$ cat src/rtl/top.sv
//==============================================================================
// Module      : top
// Description : Fixed 4-3-1 feed-forward network (ReLU hidden layer, linear
//               output) evaluated with a single serial multiply-accumulate
//               unit. Inputs, weights and biases are constant ROMs; the
//               result is computed once after reset and then held.
//
// Ports       : clk      - single clock, rising edge
//               reset    - synchronous, active-high
//               out      - signed Q8.8 network result (registered)
//               finished - high while out holds the final result (registered)
//
// Revision    : 1.0 - initial release
//==============================================================================
`default_nettype none

module top #(
    parameter int DATA_W = 16,
    parameter int FRAC_W = 8
) (
    input  logic              clk,
    input  logic              reset,
    output logic [DATA_W-1:0] out,
    output logic              finished
);

    localparam int ACC_W = 2 * DATA_W;

    // Saturation bounds expressed at the widened finalize width.
    localparam logic signed [ACC_W:0] c_sat_max =
        {{(ACC_W-DATA_W+2){1'b0}}, {(DATA_W-1){1'b1}}};
    localparam logic signed [ACC_W:0] c_sat_min =
        {{(ACC_W-DATA_W+2){1'b1}}, {(DATA_W-1){1'b0}}};

    localparam logic signed [DATA_W-1:0] c_b2 = 16'sh0040;

    typedef enum logic [2:0] {
        S_IDLE   = 3'd0,
        S_L1_MAC = 3'd1,
        S_L1_FIN = 3'd2,
        S_L2_MAC = 3'd3,
        S_L2_FIN = 3'd4,
        S_DONE   = 3'd5
    } state_t;

    //--------------------------------------------------------------------------
    // Constant ROMs
    //--------------------------------------------------------------------------
    function automatic logic signed [DATA_W-1:0] f_x(input logic [1:0] i);
        logic signed [DATA_W-1:0] v;
        case (i)
            2'd0:    v = 16'sh0100;
            2'd1:    v = 16'sh0200;
            2'd2:    v = 16'shFF00;
            default: v = 16'sh0080;
        endcase
        return v;
    endfunction

    function automatic logic signed [DATA_W-1:0] f_w1(input logic [1:0] j,
                                                      input logic [1:0] i);
        logic signed [DATA_W-1:0] v;
        case ({j, i})
            4'b00_00: v = 16'sh0100;
            4'b00_01: v = 16'sh0080;
            4'b01_10: v = 16'sh0100;
            4'b10_00: v = 16'sh0040;
            4'b10_01: v = 16'sh0040;
            4'b10_11: v = 16'sh0200;
            default:  v = 16'sh0000;
        endcase
        return v;
    endfunction

    function automatic logic signed [DATA_W-1:0] f_b1(input logic [1:0] j);
        return (j == 2'd2) ? 16'sh0080 : 16'sh0000;
    endfunction

    function automatic logic signed [DATA_W-1:0] f_w2(input logic [1:0] j);
        logic signed [DATA_W-1:0] v;
        case (j)
            2'd0:    v = 16'sh0100;
            2'd1:    v = 16'sh0300;
            default: v = 16'shFF80;
        endcase
        return v;
    endfunction

    //--------------------------------------------------------------------------
    // State
    //--------------------------------------------------------------------------
    state_t                   r_state;
    logic signed [ACC_W-1:0]  r_acc;
    logic [1:0]               r_i;
    logic [1:0]               r_j;
    logic signed [DATA_W-1:0] r_h [0:2];
    logic [DATA_W-1:0]        r_out;
    logic                     r_finished;

    //--------------------------------------------------------------------------
    // Datapath: operand select, product, finalize
    //--------------------------------------------------------------------------
    logic signed [DATA_W-1:0] w_a;
    logic signed [DATA_W-1:0] w_b;
    logic signed [DATA_W-1:0] w_bias;
    logic signed [ACC_W-1:0]  w_prod;
    logic signed [ACC_W-1:0]  w_prod_q;
    logic signed [ACC_W:0]    w_fin;
    logic signed [DATA_W-1:0] w_sat;

    always_comb begin
        w_a = '0;
        w_b = '0;
        case (r_state)
            S_L1_MAC: begin
                w_a = f_x(r_i);
                w_b = f_w1(r_j, r_i);
            end
            S_L2_MAC: begin
                case (r_j)
                    2'd0:    w_a = r_h[0];
                    2'd1:    w_a = r_h[1];
                    default: w_a = r_h[2];
                endcase
                w_b = f_w2(r_j);
            end
            default: ;
        endcase
    end

    assign w_prod   = w_a * w_b;
    // Rescale the Q16.16 product back to Q8.8 before accumulating.
    assign w_prod_q = w_prod >>> FRAC_W;

    assign w_bias = (r_state == S_L2_FIN) ? c_b2 : f_b1(r_j);

    // One extra bit so acc + bias cannot wrap before saturation.
    assign w_fin = {r_acc[ACC_W-1], r_acc}
                 + {{(ACC_W+1-DATA_W){w_bias[DATA_W-1]}}, w_bias};

    always_comb begin
        if (w_fin > c_sat_max) begin
            w_sat = c_sat_max[DATA_W-1:0];
        end else if (w_fin < c_sat_min) begin
            w_sat = c_sat_min[DATA_W-1:0];
        end else begin
            w_sat = w_fin[DATA_W-1:0];
        end
    end

    //--------------------------------------------------------------------------
    // Sequencer
    //--------------------------------------------------------------------------
    always_ff @(posedge clk) begin
        if (reset) begin
            r_state    <= S_IDLE;
            r_acc      <= '0;
            r_i        <= '0;
            r_j        <= '0;
            r_h[0]     <= '0;
            r_h[1]     <= '0;
            r_h[2]     <= '0;
            r_out      <= '0;
            r_finished <= 1'b0;
        end else begin
            case (r_state)
                S_IDLE: begin
                    r_acc   <= '0;
                    r_i     <= '0;
                    r_j     <= '0;
                    r_state <= S_L1_MAC;
                end
                S_L1_MAC: begin
                    r_acc <= r_acc + w_prod_q;
                    r_i   <= r_i + 2'd1;
                    if (r_i == 2'd3) begin
                        r_state <= S_L1_FIN;
                    end
                end
                S_L1_FIN: begin
                    // ReLU: negative pre-activations become zero.
                    r_h[r_j] <= w_sat[DATA_W-1] ? '0 : w_sat;
                    r_acc    <= '0;
                    r_i      <= '0;
                    if (r_j == 2'd2) begin
                        r_j     <= '0;
                        r_state <= S_L2_MAC;
                    end else begin
                        r_j     <= r_j + 2'd1;
                        r_state <= S_L1_MAC;
                    end
                end
                S_L2_MAC: begin
                    r_acc <= r_acc + w_prod_q;
                    if (r_j == 2'd2) begin
                        r_j     <= '0;
                        r_state <= S_L2_FIN;
                    end else begin
                        r_j <= r_j + 2'd1;
                    end
                end
                S_L2_FIN: begin
                    r_out      <= w_sat;
                    r_finished <= 1'b1;
                    r_state    <= S_DONE;
                end
                S_DONE: begin
                    r_state <= S_DONE;
                end
                default: begin
                    r_state <= S_IDLE;
                end
            endcase
        end
    end

    assign out      = r_out;
    assign finished = r_finished;

endmodule

`default_nettype wire

$ cat config.mk
export PLATFORM = sky130hd
export DESIGN_NAME = top
export DESIGN_NICKNAME = d
export VERILOG_FILES = /design/src/rtl/top.sv
export SDC_FILE = /design/constraint.sdc
export NUM_CORES = 1
export LEC_CHECK = 0
export ABC_AREA = 1
export CAP_MARGIN = 20
export CORE_AREA = 2 2 192 194
export CTS_CLUSTER_DIAMETER = 120
export CTS_CLUSTER_SIZE = 25
export DETAILED_ROUTE_END_ITERATION = 10
export DIE_AREA = 0 0 194 196
export GPL_TIMING_DRIVEN = 0
export PLACE_DENSITY = 0.58
export SLEW_MARGIN = 0
export SYNTH_ARGS = -nofsm -noshare
export SYNTH_HDL_FRONTEND = slang
export SYNTH_SLANG_ARGS = --single-unit
$ cat constraint.sdc
create_clock -name clk -period 7.85 [get_ports clk]
set_input_delay 1.57 -clock clk [delete_from_list [all_inputs] [get_ports clk]]
set_output_delay 1.57 -clock clk [all_outputs]
set_load 0.005 [all_outputs]
# Yosys cells after proc, flatten, opt, wreduce, memory -nomap -nowiden
# Memories as Yosys holds them, arrays and structs flattened.
# Cells that the tools add are included.
# classes
order_cmp,2
eq_ne,17
mux,27
mul,1
n_addsub,4
n_reduce_logical,15
# op_table
op,n
one-hot mux 16 bit (2 select lines),4
one-hot mux 32 bit (2 select lines),1
one-hot mux 16 bit (3 select lines),1
one-hot mux 10 bit (4 select lines),1
adder 32 x 9 -> 33 bit,1
> comparator 33 x 16 -> 1 bit (second input constant),1
less-than comparator 33 x 16 -> 1 bit (second input constant),1
adder 32 x 24 -> 32 bit,1
multiplier 16 x 16 -> 32 bit,1
two-way mux 16 bit,2
two-way mux 15 bit,2
two-way mux 8 bit,2
one-hot mux 3 bit (5 select lines),1
OR reduction 15 bit,1
== test 4 bit (second input constant),3
OR reduction 2 bit,6
one-hot mux 2 bit (2 select lines),2
== test 2 bit (second input constant),3
== test 3 x 2 -> 1 bit (second input constant),2
== test 3 bit (second input constant),2
two-way mux 1 bit,6
two-way mux 2 bit,3
two-way mux 3 bit,2
nonzero test 2 bit,3
other kinds (10),14
# totals
elab_cells,73
n_memories,1
output_inout_bits,17
reg_bits,56
mem_bits_rw,45
inputBits,2
# mem_list
memory,words,word_bits,rd,rd_clocked_by_memory_dff,wr,line_no,text
r_h,3,15,3,0,3,96,logic signed [DATA_W-1:0] r_h [0:2];

# Logic depth before layout (Yosys ltp)
# Gate-level depths: netlist of the first run.
# logic_depth
ltp_word,9
ltp_mapped,43
depth_no_buf,41

# Worst setup path after synthesis of the first run
# Ideal clock, no wire load.
# synth_timing
path_kind,reg-to-reg
start,register r_state[2]
end,register r_acc[21]
path_buffers,1
setup_ps,132
path_slack_ps,285
arrival_time_ps,7433
path_stages_with_launch,37
period_less_slack_ps,7565
required_ps,7718
cell_sequence,dfxtp_1 -> buf_2 -> nor3_1 -> inv_1 -> o32ai_1 -> nand2_1 -> fa_1 -> fa_1 -> inv_1 -> fa_1 -> fa_1 -> inv_1 -> fa_1 -> inv_1 -> fa_1 -> ha_1 -> nand2_1 -> o21ai_0 -> a21oi_1 -> o21ai_0 -> nand3_1 -> nand2_1 -> nand3_1 -> nand2_1 -> nand2_1 -> nand3_1 -> nand2_1 -> ha_1 -> inv_1 -> o21bai_1 -> a31oi_1 -> o21ai_0 -> inv_1 -> nand3_1 -> or2_2 -> nand3_1 -> a21oi_1
# synth_via
elab_chain_cells,5
word_cells_on_any_way,12
classes_between,add/sub: 1; mul: 1; eq/ne: 3; mux: 3; reduce/logical: 4
# synth_lines
item,line_no,text
"start, declared",92,state_t r_state;
"start signal, assigned",156,r_state <= S_IDLE;
"start signal, assigned",171,r_state <= S_L1_MAC;
"start signal, assigned",177,r_state <= S_L1_FIN;
== test 3 x 2 -> 1 bit or == test 3 x 1 -> 1 bit (tied branches),"114, 166",
one-hot mux 16 bit (2 select lines),114,case (r_state)
multiplier 16 x 16 -> 32 bit,131,assign w_prod = w_a * w_b;
adder 32 x 24 -> 32 bit,"174, 194",
one-hot mux 32 bit (2 select lines),166,case (r_state)
"end signal, assigned",174,r_acc <= r_acc + w_prod_q;
"end signal, assigned",194,r_acc <= r_acc + w_prod_q;
"end, declared",93,logic signed [ACC_W-1:0] r_acc;
# Several ways; a longest one is shown, not always the timed one.
# A chain may end at the register's enable or synchronous reset.

# Worst setup path after layout of the first run
# layout_timing
start,register r_j[1]
end,register r_acc[22]
# layout_via
elab_chain_cells,7
word_cells_on_any_way,18
classes_between,add/sub: 1; mul: 1; eq/ne: 6; mux: 6; reduce/logical: 4
# layout_lines
item,line_no,text
"start, declared",95,logic [1:0] r_j;
"start signal, assigned",189,r_j <= r_j + 2'd1;
"start signal, assigned",199,r_j <= r_j + 2'd1;
"== test 4 bit, or another cell as far along",63,"case ({j, i})"
OR reduction 2 bit (no line),-,
one-hot mux 10 bit (4 select lines),63,
one-hot mux 16 bit (2 select lines),114,
multiplier 16 x 16 -> 32 bit (*),131,
adder 32 x 24 -> 32 bit (*),"174, 194",
one-hot mux 32 bit (2 select lines) (*),166,
# Mark *: on every way between the ends. The rest lies on a longest branch, timed or not.

==> results of run 1 <==
## area by class of cell
type | instances | area [µm²] | area share (%)
Sequential cell | 101 | 2480 | 16.5
Inverter | 238 | 910 | 6.05
Clock buffer | 11 | 254 | 1.69
Multi-Input combinational cell | 1284 | 9930 | 66.1
Tap cell | 468 | 586 | 3.90
Clock inverter | 5 | 45.0 | 0.300
Buffer | 36 | 267 | 1.77
Timing Repair Buffer | 65 | 563 | 3.75
## what timing repair did
| item | in CTS | in global routing |
|---|---|---|
| hold endpoints to repair | 0 | 0 |
| buffers inserted | 10 | 37 |
| endpoints found under the setup margin | 20 | 19 |
| cloned | 0 | 1 |
| resized for setup | 124 | 151 |
| pin swaps | 6 | 51 |
## worst reg2reg max path: cells and delay by family, from the launching register on
kind	cells	cell delay, ns
adders and majority gates	8	3.66
and+or+nand+nor	18	1.97
AOI/OAI and AO/OA	6	0.81
buffers and inverters	7	0.66
DFF	1	0.31
## layer usage
layer,up-vias,share of wire [%],global-route usage [%],wire length [µm]
met3,37,4.9,2.06,1730
met5,-,0,0,0
li1,5404,-,-,-
met1,5277,44,25.0,15700
met2,262,49,31.5,17100
met4,0,2.0,5.33,720
## synth_stat cells, types with 8 or more instances
| library cell | n |
|---|---|
| fa_1 | 134 |
| nand4_1 | 9 |
| ha_1 | 119 |
| xnor2_1 | 15 |
| nor3_1 | 12 |
| nand3b_1 | 8 |
| nand2_2 | 36 |
| xor2_1 | 20 |
| o21ai_0 | 50 |
| a31oi_1 | 8 |
| nand3_1 | 93 |
| dfxtp_1 | 56 |
| nand2_1 | 408 |
| clkbuf_1 | 22 |
| edfxtp_1 | 45 |
| a31o_2 | 9 |
| a21oi_1 | 102 |
| inv_1 | 237 |
| nor2_1 | 203 |
## registers in the layout, indices dropped and copies added (netlist names)
name,cells
r_state,3
r_j,2
r_h,45
r_i,2
finished,1
out,16
r_acc,32
## logic make-up (layout without fill, tap and decap cells)
kind of cell	count (synthesis)	after routing	share of synthesized area, %
DFF	101	101	19.9
and+or+nand+nor	785	786	26.4
xor gates and xnor gates	35	35	2.47
adders and majority gates	253	253	33.6
AOI/OAI and AO/OA	199	199	8.95
other	2	11	0.0604
buffers and inverters	275	355	8.69
## power groups by stage
stage / Sequential [mW] / Clock, mW / Combinational [mW]
after floorplan: 0.600 / 0 / 0.338
after global placement: 0.609 / 0 / 0.457
after detailed placement: 0.609 / 0 / 0.460
after CTS: 0.599 / 0.471 / 0.497
after global routing: 0.605 / 0.491 / 0.620
final: 0.601 / 0.464 / 0.561
## metrics by stage
step | instance area (µm²) | worst slack [ns] | TNS (ns) | std cells
floorplan | 12500 | 0.285 | 0 | 1659
global placement | 13200 | -1.48 | -22.04 | 2144
detailed placement | 13200 | -1.26 | -17.43 | 2145
CTS | 14100 | 0.0141 | 0 | 2170
global route | 15000 | -0.0548 | -0.217 | 2208
finish | 15000 | 0.291 | 0 | 2208
## worst min path at each step
stage | cells after the start | start | slack, ns | endpoint
finish | 2 | finished | 0.50 | finished
floorplan | 2 | r_acc[6] | 0.46 | r_acc[6]
global route | 2 | r_acc[0] | 0.52 | r_acc[0]
global placement | 2 | r_acc[0] | 0.49 | r_acc[0]
detailed placement | 2 | finished | 0.49 | finished
CTS | 2 | finished | 0.51 | finished
==> results.yml, run 1 <==
grt:
  grt_pass1_vias: 10800
  grt_pass1_wl_mm: 55.9
  grt_usage_pct: 18.5
  grt_overflow: 0
  grt_max_degree: 20
  antenna_found_initial: 0
worst_setup_path:
  crit_path_start_kind: "flop"
  r2r_cells: 39
  critPathTopFamily: "adder cells"
  worstSetupPathType: "reg2reg"
  path_max_fanout: 6
  cp.depth: 39
  cpMostUsedCell: "fa_1"
  required_ns: 8.06
  cp-end-kind: "flop"
  cp-startpoint: "r_j[1]"
  crit_arrival_ns: 7.77
  crit_buf_inv: 7
  crit_slowest_cell: "fa_1"
  cp-endpoint: "r_acc[22]"
  r2r-start: "r_j[1]"
  critPathMaxStageDelay_ns: 0.53
  reg2reg_to: "r_acc[22]"
  r2r_slack_ns: 0.29
clock_tree:
  cts_buffers: 9
  clkSinkCount: 101
  cts-root-buf: "clkbuf_16"
  clkTransAtPathRegs_ns: 0.08
  cts_tree: "yes"
  clkLatencyLatePin_ns: 0.36
  cts.path.max_buffers: 2
  ctsHoldBuffers: 0
  htree_levels: 3
place:
  port_buffers: 17
  dp_hpwl_mm: 28.2
  gp_congestion: 0.912
min_path:
  hold_class: "reg2reg"
drt:
  wl_per_cell_um: 16.0
  first_iter_violations: 635
  antenna_left: 0
  drcViolationCount: 0
  drt_wl_total_mm: 35.3
  first_pass_iters: 6
  routed_via_density: 4.97
  num_vias: 11000
sta:
  post-route-period-util_pct: 96.3
  fin_skew_ns: 0.0104
  hold_ws_ns: 0.503
  slew_headroom_pct: 47.4
  finalSetupViolCount: 0
  fmax_mhz: 132
  slew_violations: 0
  worst_pin_slew_ns: 0.786
  min_period_ns: 7.56
  rsz0062_at_grt: "yes"
  hold_viol_final: 0
logic_synthesis:
  ys_seq_area_share_pct: 19.9
  netlist_area_um2: 12400
  synth-edff-count: 45
  synth_area_leaders: "fa_1 22%, nand2_1 12%, ha_1 12%"
  synth_top_area_share_pct: 21.6
  synth.avg_cell_area_um2: 7.53
  ys_seq_elements: 101
  ys_async_sr_fraction_pct: 0
  synth-main-ff-cell: "dfxtp_1"
  ys_warn_count: 0
  yosysTopAreaCell: "fa_1"
  synth.distinct_cells: 42
  syn-instance-count: 1650
power:
  power_mw: 1.63
  max-vdd-ir-drop_mv: 0.147
  p_int_mw: 1.02
  clkPwrFrac_pct: 28.5
  p_seq_share_pct: 37.0
  power.density_nw_per_um2: 108
  combPwrFrac_pct: 34.5
  power.share.switching_pct: 37.4
  leakagePower_nw: 7.28
  p_switching_mw: 0.608
die:
  io_pins: 19
  start_util_pct: 34.4
  die_area_um2: 38000
  fp.dieW_um: 194
  die_h_um: 196
  num_rows: 70
  core-area_um2: 36100
final_layout:
  final_util_pct: 41.6
  fillers: 3688
  layout_common_cells: "369 x nand2_1, 218 x inv_1, 179 x nor2_1"
  fin_nets: 1990
  area_delta_synth_final_pct: 20.9
  drive_above_1_share_pct: 18.2
  diodes: 0
  final_common_cell: "nand2_1"
flow_run:
  max_cap_violations: 0
status:
  status: "finished, final reports clean"
(Power assumes the default switching activity.)
==> inputs of run 2 (changes only) <==
--- a/config.mk
+++ b/config.mk
@@ -13,7 +13,9 @@
 export DETAILED_ROUTE_END_ITERATION = 10
 export DIE_AREA = 0 0 194 196
 export GPL_TIMING_DRIVEN = 0
+export HOLD_SLACK_MARGIN = 0.1
 export PLACE_DENSITY = 0.58
+export SETUP_SLACK_MARGIN = 0.1
 export SLEW_MARGIN = 0
 export SYNTH_ARGS = -nofsm -noshare
 export SYNTH_HDL_FRONTEND = slang
==> results.yml, run 2 (synthesis results as in run 1) <==
status:
  status: "finished, final reports clean"
flow_run:
  max_cap_violations: 0
power:
  p_int_mw: 1.04
  combPwrFrac_pct: 35.3
  leakagePower_nw: 7.34
  power.density_nw_per_um2: 108
  p_switching_mw: 0.618
  p_seq_share_pct: 36.5
  power.share.switching_pct: 37.4
  clkPwrFrac_pct: 28.2
  max-vdd-ir-drop_mv: 0.146
sta:
  min_period_ns: 7.50
  rsz0062_at_grt: "yes"
  fin_skew_ns: 0.0109
  hold_viol_final: 0
  fin_ws_ns: 0.345
  post-route-period-util_pct: 95.6
  worst_pin_slew_ns: 0.785
  slew_violations: 0
  fmax_mhz: 133
  finalSetupViolCount: 0
  slew_headroom_pct: 47.4
die:
  die_area_um2: 38000
  start_util_pct: 34.4
  die_h_um: 196
  core-area_um2: 36100
  io_pins: 19
  fp.dieW_um: 194
  num_rows: 70
final_layout:
  diodes: 0
  design_area_um2: 15300
  drive_above_1_share_pct: 20.2
  fillers: 3644
  layout_common_cells: "362 x nand2_1, 213 x inv_1, 177 x nor2_1"
  fin_nets: 2000
  area_delta_synth_final_pct: 23.0
  final_common_cell: "nand2_1"
  largest-register: "r_h"
  largest_reg_flops: 45
min_path:
  whs_path_depth: 2
  hold_class: "reg2reg"
  hold_end: "finished"
  hp-start: "finished"
place:
  port_buffers: 17
  gp_congestion: 0.912
  place_area_um2: 13200
  dp_hpwl_mm: 28.2
  dp_slack_ns: -1.26
worst_setup_path:
  path_max_fanout: 7
  required_ns: 8.14
  cpMostUsedCell: "fa_1"
  r2r_slack_ns: 0.35
  r2r_cells: 36
  crit_arrival_ns: 7.79
  crit_path_start_kind: "flop"
  reg2reg_to: "r_acc[24]"
  crit_slowest_cell: "fa_1"
  cp-end-kind: "flop"
  worstSetupPathType: "reg2reg"
  critPathMaxStageDelay_ns: 0.61
  r2r-start: "r_j[1]"
clock_tree:
  htree_levels: 3
  cts-root-buf: "clkbuf_16"
  ctsHoldBuffers: 0
  clkSinkCount: 101
  cts.path.max_buffers: 2
  clkTransAtPathRegs_ns: 0.08
  cts_buffers: 9
  clkLatencyLatePin_ns: 0.37
  cts_tree: "yes"
drt:
  routed_via_density: 4.99
  first_iter_violations: 596
  drcViolationCount: 0
  wl_per_cell_um: 16.0
  first_pass_iters: 5
  num_vias: 11100
  antenna_left: 0
  drt_wl_total_mm: 35.6
grt:
  grt_overflow: 0
  grt_pass1_vias: 10800
  grt_usage_pct: 18.6
  antenna_found_initial: 0
  grt_max_degree: 20
  grt_pass1_wl_mm: 56.0
-- run 2: cell types whose count changed in the layout (fill, tap and decap cells not counted), sizes merged --
cell      before  now
clkinvlp       3    1
buf           64   75
inv          238  240
clkbuf        31   30
-- run 2: final cells by class --
cell class,instances,area (µm²),share of cell area [%]
Multi-Input combinational cell,1284,10100,65.9
Sequential cell,101,2480,16.2
Buffer,37,282,1.84
Clock inverter,5,45.0,0.295
Tap cell,468,586,3.83
Clock buffer,11,254,1.66
Inverter,238,910,5.95
Timing Repair Buffer,74,652,4.26
-- run 2: worst max-delay path by stage --
stage	slack (ns)	depth (start not counted)	startpoint	endpoint
floorplan	0.28	36	r_state[2]	r_acc[21]
global placement	-1.48	35	r_j[1]	r_acc[21]
detailed placement	-1.26	37	r_state[2]	r_acc[21]
CTS	0.07	36	r_state[2]	r_acc[21]
global route	0.02	34	r_j[1]	r_acc[29]
finish	0.35	36	r_j[1]	r_acc[24]
-- run 2: repair_timing --
action | in CTS | in global routing
resized for setup | 142 | 180
gates cloned | 0 | 2
setup buffers | 11 | 44
pin swaps | 7 | 67
setup endpoints to repair | 22 | 19
-- run 2: metrics by stage --
stage / hold WS (ns) / setup TNS (ns) / instances / power [mW] / utilization (%)
after global routing: 0.524 / 0 / 2218 / 1.74 / 42.4
after global placement: 0.486 / -22.04 / 2144 / 1.07 / 36.6
after detailed placement: 0.491 / -17.43 / 2145 / 1.07 / 36.6
final: 0.505 / 0 / 2218 / 1.65 / 42.4
after CTS: 0.508 / 0 / 2172 / 1.57 / 39.2
after floorplan: 0.458 / 0 / 1659 / 0.938 / -
-- run 2: worst max-delay path, delay by kind of cell, from the launching register on --
kind	cells	cell delay, ns
flops	1	0.32
buf+inv	8	0.86
fa+ha+maj	8	3.38
compound gates	9	1.41
xor+xnor	1	0.24
simple gates	10	1.18
-- run 2: power groups by stage --
stage	registers, mW	logic (mW)	clock network, mW
after floorplan	0.600	0.338	0
after global placement	0.609	0.457	0
after detailed placement	0.609	0.460	0
after CTS	0.599	0.504	0.471
after global routing	0.606	0.645	0.491
final	0.603	0.584	0.466
-- run 2: routing by layer --
| layer | wire (µm) | vias to the layer above | GRT usage [%] |
|---|---|---|---|
| met3 | 1590 | 43 | 1.79 |
| met4 | 852 | 0 | 5.27 |
| met5 | 0 | - | 0 |
| li1 | - | 5433 | - |
| met1 | 15900 | 5341 | 25.2 |
| met2 | 17200 | 249 | 31.6 |
==> inputs of run 3 (changes only) <==
--- a/config.mk
+++ b/config.mk
@@ -15,6 +15,7 @@
 export GPL_TIMING_DRIVEN = 0
 export HOLD_SLACK_MARGIN = 0.1
 export PLACE_DENSITY = 0.58
+export REMOVE_ABC_BUFFERS = 1
 export SETUP_SLACK_MARGIN = 0.1
 export SLEW_MARGIN = 0
 export SYNTH_ARGS = -nofsm -noshare
==> results.yml, run 3 (synthesis results as in run 1) <==
status:
  status: "finished, final reports clean"
power:
  max-vdd-ir-drop_mv: 0.115
  power.density_nw_per_um2: 109
  leakagePower_nw: 7.12
  power_mw: 1.61
final_layout:
  design_area_um2: 14800
  seqCellArea_um2: 2490
  final_cells: 2178
  largest-register: "r_h"
  multi_input_comb_area_um2: 9740
  area_delta_synth_final_pct: 18.8
  final_common_cell: "nand2_1"
  fillers: 3668
  final_util_pct: 40.9
  fin_nets: 1960
  largest_reg_flops: 45
  layout_common_cells: "374 x nand2_1, 214 x inv_1, 180 x nor2_1"
  drive_above_1_share_pct: 17.1
  diodes: 0
grt:
  grt_overflow: 0
  grt_pass1_vias: 10700
  grt_pass1_wl_mm: 55.0
  antenna_found_initial: 0
  grt_max_degree: 46
  grt_usage_pct: 18.1
worst_setup_path:
  crit_slowest_cell: "fa_2"
  cpMostUsedCell: "inv_1"
  critPathMaxStageDelay_ns: 0.63
  crit_arrival_ns: 7.75
  cp-end-kind: "flop"
  r2r_slack_ns: 0.34
  crit_path_start_kind: "flop"
  path_max_fanout: 8
  worstSetupPathType: "reg2reg"
  required_ns: 8.09
drt:
  first_pass_iters: 7
  wl_per_cell_um: 15.8
  num_vias: 10800
  antenna_left: 0
  drcViolationCount: 0
  routed_via_density: 4.97
  first_iter_violations: 591
  drt_wl_total_mm: 34.5
die:
  die_area_um2: 38000
  start_util_pct: 34.4
  io_pins: 19
  fp.dieW_um: 194
  die_h_um: 196
  num_rows: 70
  core-area_um2: 36100
clock_tree:
  cts-root-buf: "clkbuf_16"
  htree_levels: 3
  cts_tree: "yes"
  clkTransAtPathRegs_ns: 0.08
  cts_buffers: 9
  cts.path.max_buffers: 2
  clkLatencyLatePin_ns: 0.37
  clkSinkCount: 101
sta:
  hold_ws_ns: 0.484
  finalSetupViolCount: 0
  min_period_ns: 7.51
  slew_violations: 0
  post-route-period-util_pct: 95.7
  rsz0062_at_grt: "yes"
  setup_tns_ns: 0
  worst_pin_slew_ns: 0.888
  fin_skew_ns: 0.0235
  fmax_mhz: 133
  hold_viol_final: 0
  fin_ws_ns: 0.339
  slew_headroom_pct: 40.5
place:
  dp_hpwl_mm: 26.9
  gp_congestion: 0.911
  dp_slack_ns: -1.90
  port_buffers: 18
  place_area_um2: 13200
  post-place-cells: 2115
flow_run:
  max_cap_violations: 0
min_path:
  hold_class: "reg2reg"
-- run 3: changes by cell type in the layout (fill, tap and decap cells not counted), moves of 6 or more --
cell / before / now
nand2_1: 362 / 374
clkbuf_1: 16 / 0
ha_4: 25 / 19
nand2_4: 16 / 8
buf_4: 56 / 37
ha_1: 87 / 93
-- run 3: final timing paths --
path                 start   endpoint  cells after the start
hold / removal    finished   finished                      2
setup reg to reg    r_i[0]  r_acc[31]                     32
setup / recovery    r_i[0]  r_acc[31]                     32
hold reg to reg   finished   finished                      2
-- run 3: what timing repair did --
| action | CTS | global route |
|---|---|---|
| cloned | 2 | 1 |
| setup endpoints to repair | 24 | 18 |
| buffers inserted | 23 | 20 |
| hold buffers | 0 | 0 |
| pin swaps | 11 | 43 |
| resized for setup | 103 | 121 |
-- run 3: area by class of cell --
| cell class | count | area share, % |
|---|---|---|
| Inverter | 238 | 6.23 |
| Clock buffer | 9 | 1.53 |
| Clock inverter | 7 | 0.551 |
| Multi-Input combinational cell | 1284 | 66.0 |
| Timing Repair Buffer | 69 | 4.79 |
| Timing Repair inverter | 2 | 0.0848 |
| Sequential cell | 101 | 16.9 |
| Tap cell | 468 | 3.97 |
-- run 3: worst max-delay path, delay by kind of cell, from the launching register on --
| family | cells | cell delay [ns] |
|---|---|---|
| AO/OA/AOI/OAI | 6 | 0.99 |
| adder cells (fa/ha/maj) | 9 | 3.93 |
| buffers and inverters | 6 | 0.59 |
| flip-flops | 1 | 0.35 |
| AND/OR/NAND/NOR | 11 | 1.54 |
-- run 3: power by group --
| part | total [mW] | internal, mW | switching [mW] |
|---|---|---|---|
| clock network | 0.468 | 0.229 | 0.239 |
| registers | 0.603 | 0.573 | 0.0300 |
| logic | 0.542 | 0.195 | 0.347 |
| total | 1.61 | 0.997 | 0.616 |
-- run 3: per-layer routing --
| metal | up-vias | wire length, µm | track usage [%] |
|---|---|---|---|
| li1 | 5345 | - | - |
| met1 | 5210 | 15900 | 24.8 |
| met2 | 235 | 16500 | 30.8 |
| met3 | 44 | 1230 | 1.10 |
| met4 | 0 | 800 | 5.42 |
| met5 | - | 0 | 0 |
